## src/rtl/alu_seq.sv

```systemverilog
// Multi-cycle W-bit ALU with valid/ready handshake and a 1-bit/cycle iterative shifter.
// Define ALU_SEQ_ROTATE_EN to enable ROL/ROR on opcodes 0110/0111.
module alu_seq #(
    parameter int unsigned W   = 8,
    parameter int unsigned SHW = $clog2(W)
) (
    input  logic         clk,
    input  logic         rst_n,
    input  logic [3:0]   op_i,
    input  logic [W-1:0] a_i,
    input  logic [W-1:0] b_i,
    input  logic         sc_i,
    input  logic         in_valid,
    output logic         in_ready,
    output logic [W-1:0] rslt,
    output logic         sc_o,
    output logic         pari,
    output logic         zero,
    output logic         out_valid,
    input  logic         out_ready
);

    typedef enum logic [1:0] {StIdle, StShift, StDone} state_t;

    state_t         state_q, state_d;
    logic [W-1:0]   rslt_q, rslt_d;
    logic           sc_q, sc_d;
    logic [SHW-1:0] cnt_q, cnt_d;
    logic           left_q, left_d;
    logic           rot_q, rot_d;
    logic           bne_q, bne_d;
    logic           taken_q, taken_d;

    logic           accept;
    logic           load_shift, load_left, load_rot;
    logic [W-1:0]   load_val;
    logic           load_sc;
    logic [W:0]     sum;
    logic           fill;

    assign in_ready = (state_q == StIdle) || ((state_q == StDone) && out_ready);
    assign accept   = in_valid && in_ready;
    assign sum      = {1'b0, a_i} + {1'b0, b_i} + {{W{1'b0}}, sc_i};

    // Decode the incoming request and its immediate (non-iterative) result.
    always_comb begin
        load_shift = 1'b0;
        load_left  = 1'b0;
        load_rot   = 1'b0;
        case (op_i)
            4'b1010: begin load_shift = 1'b1; load_left = 1'b1; end
            4'b1011: load_shift = 1'b1;
`ifdef ALU_SEQ_ROTATE_EN
            4'b0110: begin load_shift = 1'b1; load_left = 1'b1; load_rot = 1'b1; end
            4'b0111: begin load_shift = 1'b1; load_rot = 1'b1; end
`endif
            default: ;
        endcase

        load_val = '0;
        load_sc  = 1'b0;
        case (op_i[3:1])
            3'b000:  {load_sc, load_val} = sum;
            3'b001:  load_val = b_i;
            3'b010:  load_val = a_i ^ b_i;
            3'b110:  load_val = op_i[0] ? b_i : '0;
            3'b111:  load_val = a_i & b_i;
            default: load_val = '0;
        endcase
        if (load_shift) begin
            load_val = a_i;
            load_sc  = 1'b0;
        end
    end

    always_comb begin
        state_d = state_q;
        rslt_d  = rslt_q;
        sc_d    = sc_q;
        cnt_d   = cnt_q;
        left_d  = left_q;
        rot_d   = rot_q;
        bne_d   = bne_q;
        taken_d = taken_q;
        fill    = rot_q ? (left_q ? rslt_q[W-1] : rslt_q[0]) : 1'b0;

        case (state_q)
            StIdle, StDone: begin
                if (accept) begin
                    rslt_d  = load_val;
                    sc_d    = load_sc;
                    cnt_d   = load_shift ? b_i[SHW-1:0] : '0;
                    left_d  = load_left;
                    rot_d   = load_rot;
                    bne_d   = (op_i == 4'b1100);
                    taken_d = |a_i;
                    state_d = (load_shift && (b_i[SHW-1:0] != '0)) ? StShift : StDone;
                end else if (state_q == StDone && out_ready) begin
                    state_d = StIdle;
                end
            end
            StShift: begin
                if (left_q) begin
                    {sc_d, rslt_d} = {rslt_q, fill};
                end else begin
                    {rslt_d, sc_d} = {fill, rslt_q};
                end
                cnt_d = cnt_q - 1'b1;
                if (cnt_q == SHW'(1)) begin
                    state_d = StDone;
                end
            end
            default: state_d = StIdle;
        endcase
    end

    always_ff @(posedge clk or negedge rst_n) begin
        if (!rst_n) begin
            state_q <= StIdle;
            rslt_q  <= '0;
            sc_q    <= 1'b0;
            cnt_q   <= '0;
            left_q  <= 1'b0;
            rot_q   <= 1'b0;
            bne_q   <= 1'b0;
            taken_q <= 1'b0;
        end else begin
            state_q <= state_d;
            rslt_q  <= rslt_d;
            sc_q    <= sc_d;
            cnt_q   <= cnt_d;
            left_q  <= left_d;
            rot_q   <= rot_d;
            bne_q   <= bne_d;
            taken_q <= taken_d;
        end
    end

    assign rslt      = rslt_q;
    assign sc_o      = sc_q;
    assign pari      = ^rslt_q;
    // BNE reports the branch-taken flag instead of the zero test of its (always zero) result.
    assign zero      = bne_q ? taken_q : ~|rslt_q;
    assign out_valid = (state_q == StDone);

endmodule

```

## config.mk

```make
export PLATFORM = sky130hd
export DESIGN_NAME = alu_seq
export DESIGN_NICKNAME = d
export VERILOG_FILES = /design/src/rtl/alu_seq.sv
export SDC_FILE = /design/constraint.sdc
export NUM_CORES = 1
export LEC_CHECK = 0
export BUFFER_PORTS_ARGS = -buffer_cell sky130_fd_sc_hd__buf_2
export CORE_ASPECT_RATIO = 1.2
export CORE_MARGIN = 2
export CORE_UTILIZATION = 40
export CTS_BUF_LIST = sky130_fd_sc_hd__clkbuf_8
export DETAILED_ROUTE_END_ITERATION = 12
export PLACE_DENSITY = 0.59
export SYNTH_ARGS = -nofsm -noshare
export SYNTH_HDL_FRONTEND = slang
export SYNTH_SLANG_ARGS = --single-unit
```

## constraint.sdc

```tcl
create_clock -name clk -period 2.02 [get_ports clk]
set_clock_uncertainty 0.15 [all_clocks]
set_input_delay 0.101 -clock clk [delete_from_list [all_inputs] [get_ports clk]]
set_output_delay 0.101 -clock clk [all_outputs]
set_load 0.05 [all_outputs]
```

==> load_flow_metrics.sql <==
INSERT INTO impl_metrics (metric_group, metric, value, unit) VALUES
('sta', 'crit_share_post_route', '95.64', '%'),
('routing', 'post_drt_wl_per_cell', '15.46', 'µm'),
('die', 'start_util', '40.88', '%'),
('die', 'die-area', '0.004830', 'mm²'),
('synth', 'synth-async-reset-ratio', '100.0', '%'),
('clocking', 'cts_max_level', '1', ''),
('routing', 'drt_iter0_drc', '100', ''),
('finish', 'drive_above_1_share', '28.23', '%'),
('die', 'fp_rows', '26', ''),
('placement', 'portBuffers', '37', ''),
('critical_path', 'cp_max_fo', '4', ''),
('finish', 'final_net_count', '290', ''),
('synth', 'ys_dominant_reg_cell', 'sky130_fd_sc_hd__dfrtp_1', ''),
('critical_path', 'timing.critical_path.required', '1770', 'ps'),
('placement', 'gp_congestion', '0.8800', ''),
('global_routing', 'use_met1', '26.56', '%'),
('synth', 'synth.avg_cell_area', '8.664', 'µm²'),
('routing', 'drt.antenna.violating_nets', '0', ''),
('sta', 'layout_setup_ws', '88.10', 'ps'),
('global_routing', 'grt_antenna_before_repair', '0', ''),
('sta', 'fmax', '0.5176', 'GHz'),
('sta', 'max_slew_margin', '69.74', '%'),
('placement', 'detailedPlace.worstSlack', '-139.3', 'ps'),
('synth', 'mappedNetlistArea', '0.001715', 'mm²'),
('global_routing', 'grt_pass1_wl', '7721', 'µm'),
('synth', 'synth.top_cells.by_area', 'sky130_fd_sc_hd__dfrtp_1 (25%), sky130_fd_sc_hd__ha_1 (10%), sky130_fd_sc_hd__mux2i_1 (7.0%), sky130_fd_sc_hd__o211ai_1 (3.9%), sky130_fd_sc_hd__inv_1 (3.3%)', ''),
('flow_run', 'max_cap_viol_count', '0', ''),
('global_routing', 'grt_overall_usage', '20.59', '%'),
('clocking', 'ctsRootBufferMaster', 'sky130_fd_sc_hd__clkbuf_8', ''),
('synth', 'synthDominantCellAreaShare', '24.80', '%'),
('finish', 'flow.area_growth_from_synthesis', '24.14', '%'),
('critical_path', 'crit_type', 'reg2out', ''),
('routing', 'route.vias.total', '1711', ''),
('synth', 'syn-instance-count', '198', ''),
('clocking', 'clk_path_buf_depth', '2', ''),
('sta', 'final_hold_viol_count', '0', ''),
('finish', 'finalCoreUtilization', '50.75', '%'),
('worst_hold_path', 'worst_hold_path_type', 'in2reg', ''),
('clocking', 'clock_sink_count', '17', ''),
('synth', 'synth_seq_area_share', '24.80', '%'),
('finish', 'multi_input_comb_area', '0.001209', 'mm²'),
('routing', 'total_wirelength', '4700', 'µm'),
('synth', 'syn_nets', '239', ''),
('clocking', 'worst_setup_hold_path_clk_slew', '70', 'ps'),
('power_and_ir_drop', 'vdd_drop_max', '0.3444', 'mV'),
('synth', 'synth_most_common_cell', 'sky130_fd_sc_hd__dfrtp_1', ''),
('sta', 'final_setup_violations', '0', ''),
('sta', 'worstMarginPinSlew', '450.4', 'ps'),
('critical_path', 'arrival', '1680', 'ps'),
('finish', 'register_area', '425.4', 'µm²'),
('synth', 'netlist.top_cell.by_area', 'sky130_fd_sc_hd__dfrtp_1', ''),
('global_routing', 'gr-usage-met2', '36.34', '%'),
('die', 'die_width', '63.78', 'µm'),
('sta', 'min_period', '1932', 'ps'),
('critical_path', 'cpMaxStageDelayCell', 'sky130_fd_sc_hd__dfrtp_1', ''),
('sta', 'timing.setup.tns', '0', 'ps'),
('critical_path', 'endpoint_kind', 'output port', ''),
('global_routing', 'grt_overflow_total', '0', ''),
('global_routing', 'grt_pass1_vias', '1586', ''),
('critical_path', 'slowest_delay', '410', 'ps'),
('global_routing', 'grt_max_degree', '18', ''),
('die', 'floorplan.core_area', '0.004197', 'mm²'),
('die', 'die_height', '75.74', 'µm'),
('routing', 'drcViolationCount', '0', ''),
('sta', 'unrepaired_setup_endpoints_after_global_routing', 'no', ''),
('power_and_ir_drop', 'power_density', '843.9', 'mW/mm²'),
('run_status', 'outcome', 'finished clean', ''),
('sta', 'drv_slew', '0', ''),
('critical_path', 'critical_path.startpoint_type', 'register', ''),
('global_routing', 'grt_busiest_layer', 'met2', ''),
('placement', 'detailedPlacementHpwl', '3827', 'µm');
[cell usage in the layout, fill, tap and decap left out, drive strengths merged, types with 3 or more instances in the layout]
cell,synthesis,routed
xnor2,3,3
and3,3,3
nand2,13,13
nand3,8,8
a221oi,5,5
dlygate4sd3,0,3
clkbuf,2,4
nor2,15,15
mux2,3,3
a21oi,7,7
ha,14,14
dfrtp,17,17
o211ai,9,9
nor3,6,6
inv,15,15
o21ai,12,12
a211oi,6,6
a31oi,3,3
buf,6,50
nor2b,4,4
o31ai,4,4
mux2i,12,12
[path summary, 6_finish.rpt]
path | from | end | slack, ps | cells past startpoint
max in group asynchronous | rst_n | rslt[5] | 1280 | 2
max | rslt[0] | pari | 90 | 5
min in group asynchronous | rst_n | rslt[6] | 150 | 2
min reg2reg | cnt_q[2] | cnt_q[2] | 370 | 1
min | in_valid | state_q[1] | 3 | 3
max reg2reg | state_q[0] | rslt[6] | 220 | 5
[critical path, delay by kind of cell, from the launching register on]
kind | cells | cell delay, ps
DFF | 1 | 410
xor gates and xnor gates | 2 | 390
buffers and inverters | 2 | 320
adders and majority gates | 1 | 300
[cell families after synthesis]
kind of cell             after synthesis  share of synthesized area, %
adder cells (fa/ha/maj)               16                         12.55
XOR/XNOR                               5                         2.553
multiplexers                          15                         8.972
buffers and inverters                 23                         6.126
AO/OA/AOI/OAI                         58                         25.38
flip-flops                            17                         24.80
AND/OR/NAND/NOR                       64                         19.62
[timing repair]
action                                 in CTS  in global routing
gates resized for setup                     0                  5
setup endpoints to repair                   0                  3
hold buffers                                3                  0
endpoints found under the hold margin      19                  0
[cell type report]
cell class	instances	share of cell area [%]
flip-flops and latches	17	19.98
inverters	15	2.644
clock inverters	1	0.2350
multi-input cells	158	56.76
clock buffers	3	1.939
well taps	56	3.290
repair buffers	54	15.16
[layer usage]
| metal | up-vias | wire length, µm |
|---|---|---|
| li1 | 841 | - |
| met4 | 0 | 83 |
| met2 | 54 | 2296 |
| met3 | 9 | 201 |
| met5 | - | 0 |
| met1 | 807 | 2118 |
[per-stage QoR]
stage / cells / cell area (µm²) / hold WS (ps) / power, mW
after CTS: 304 / 2111 / 3.587 / 1.760
after global routing: 304 / 2130 / 19.03 / 1.904
final: 304 / 2130 / 3.043 / 1.797
after floorplan: 198 / 1723 / -344.6 / 1.244
after detailed placement: 297 / 2034 / -102.1 / 1.499
after global placement: 297 / 2034 / -99.99 / 1.490
[state kept, by name, indices dropped and copies added (netlist names)]
signal   count
bne_q        1
cnt_q        3
left_q       1
rslt         8
sc_o         1
state_q      2
taken_q      1
[where the power goes]
part | leakage [nW] | switching [mW] | internal, mW
clock network | 0.0255 | 0.122 | 0.137
logic | 0.732 | 0.683 | 0.388
registers | 0.208 | 0.0672 | 0.400
Note: power is estimated with default switching activity, not from simulation.
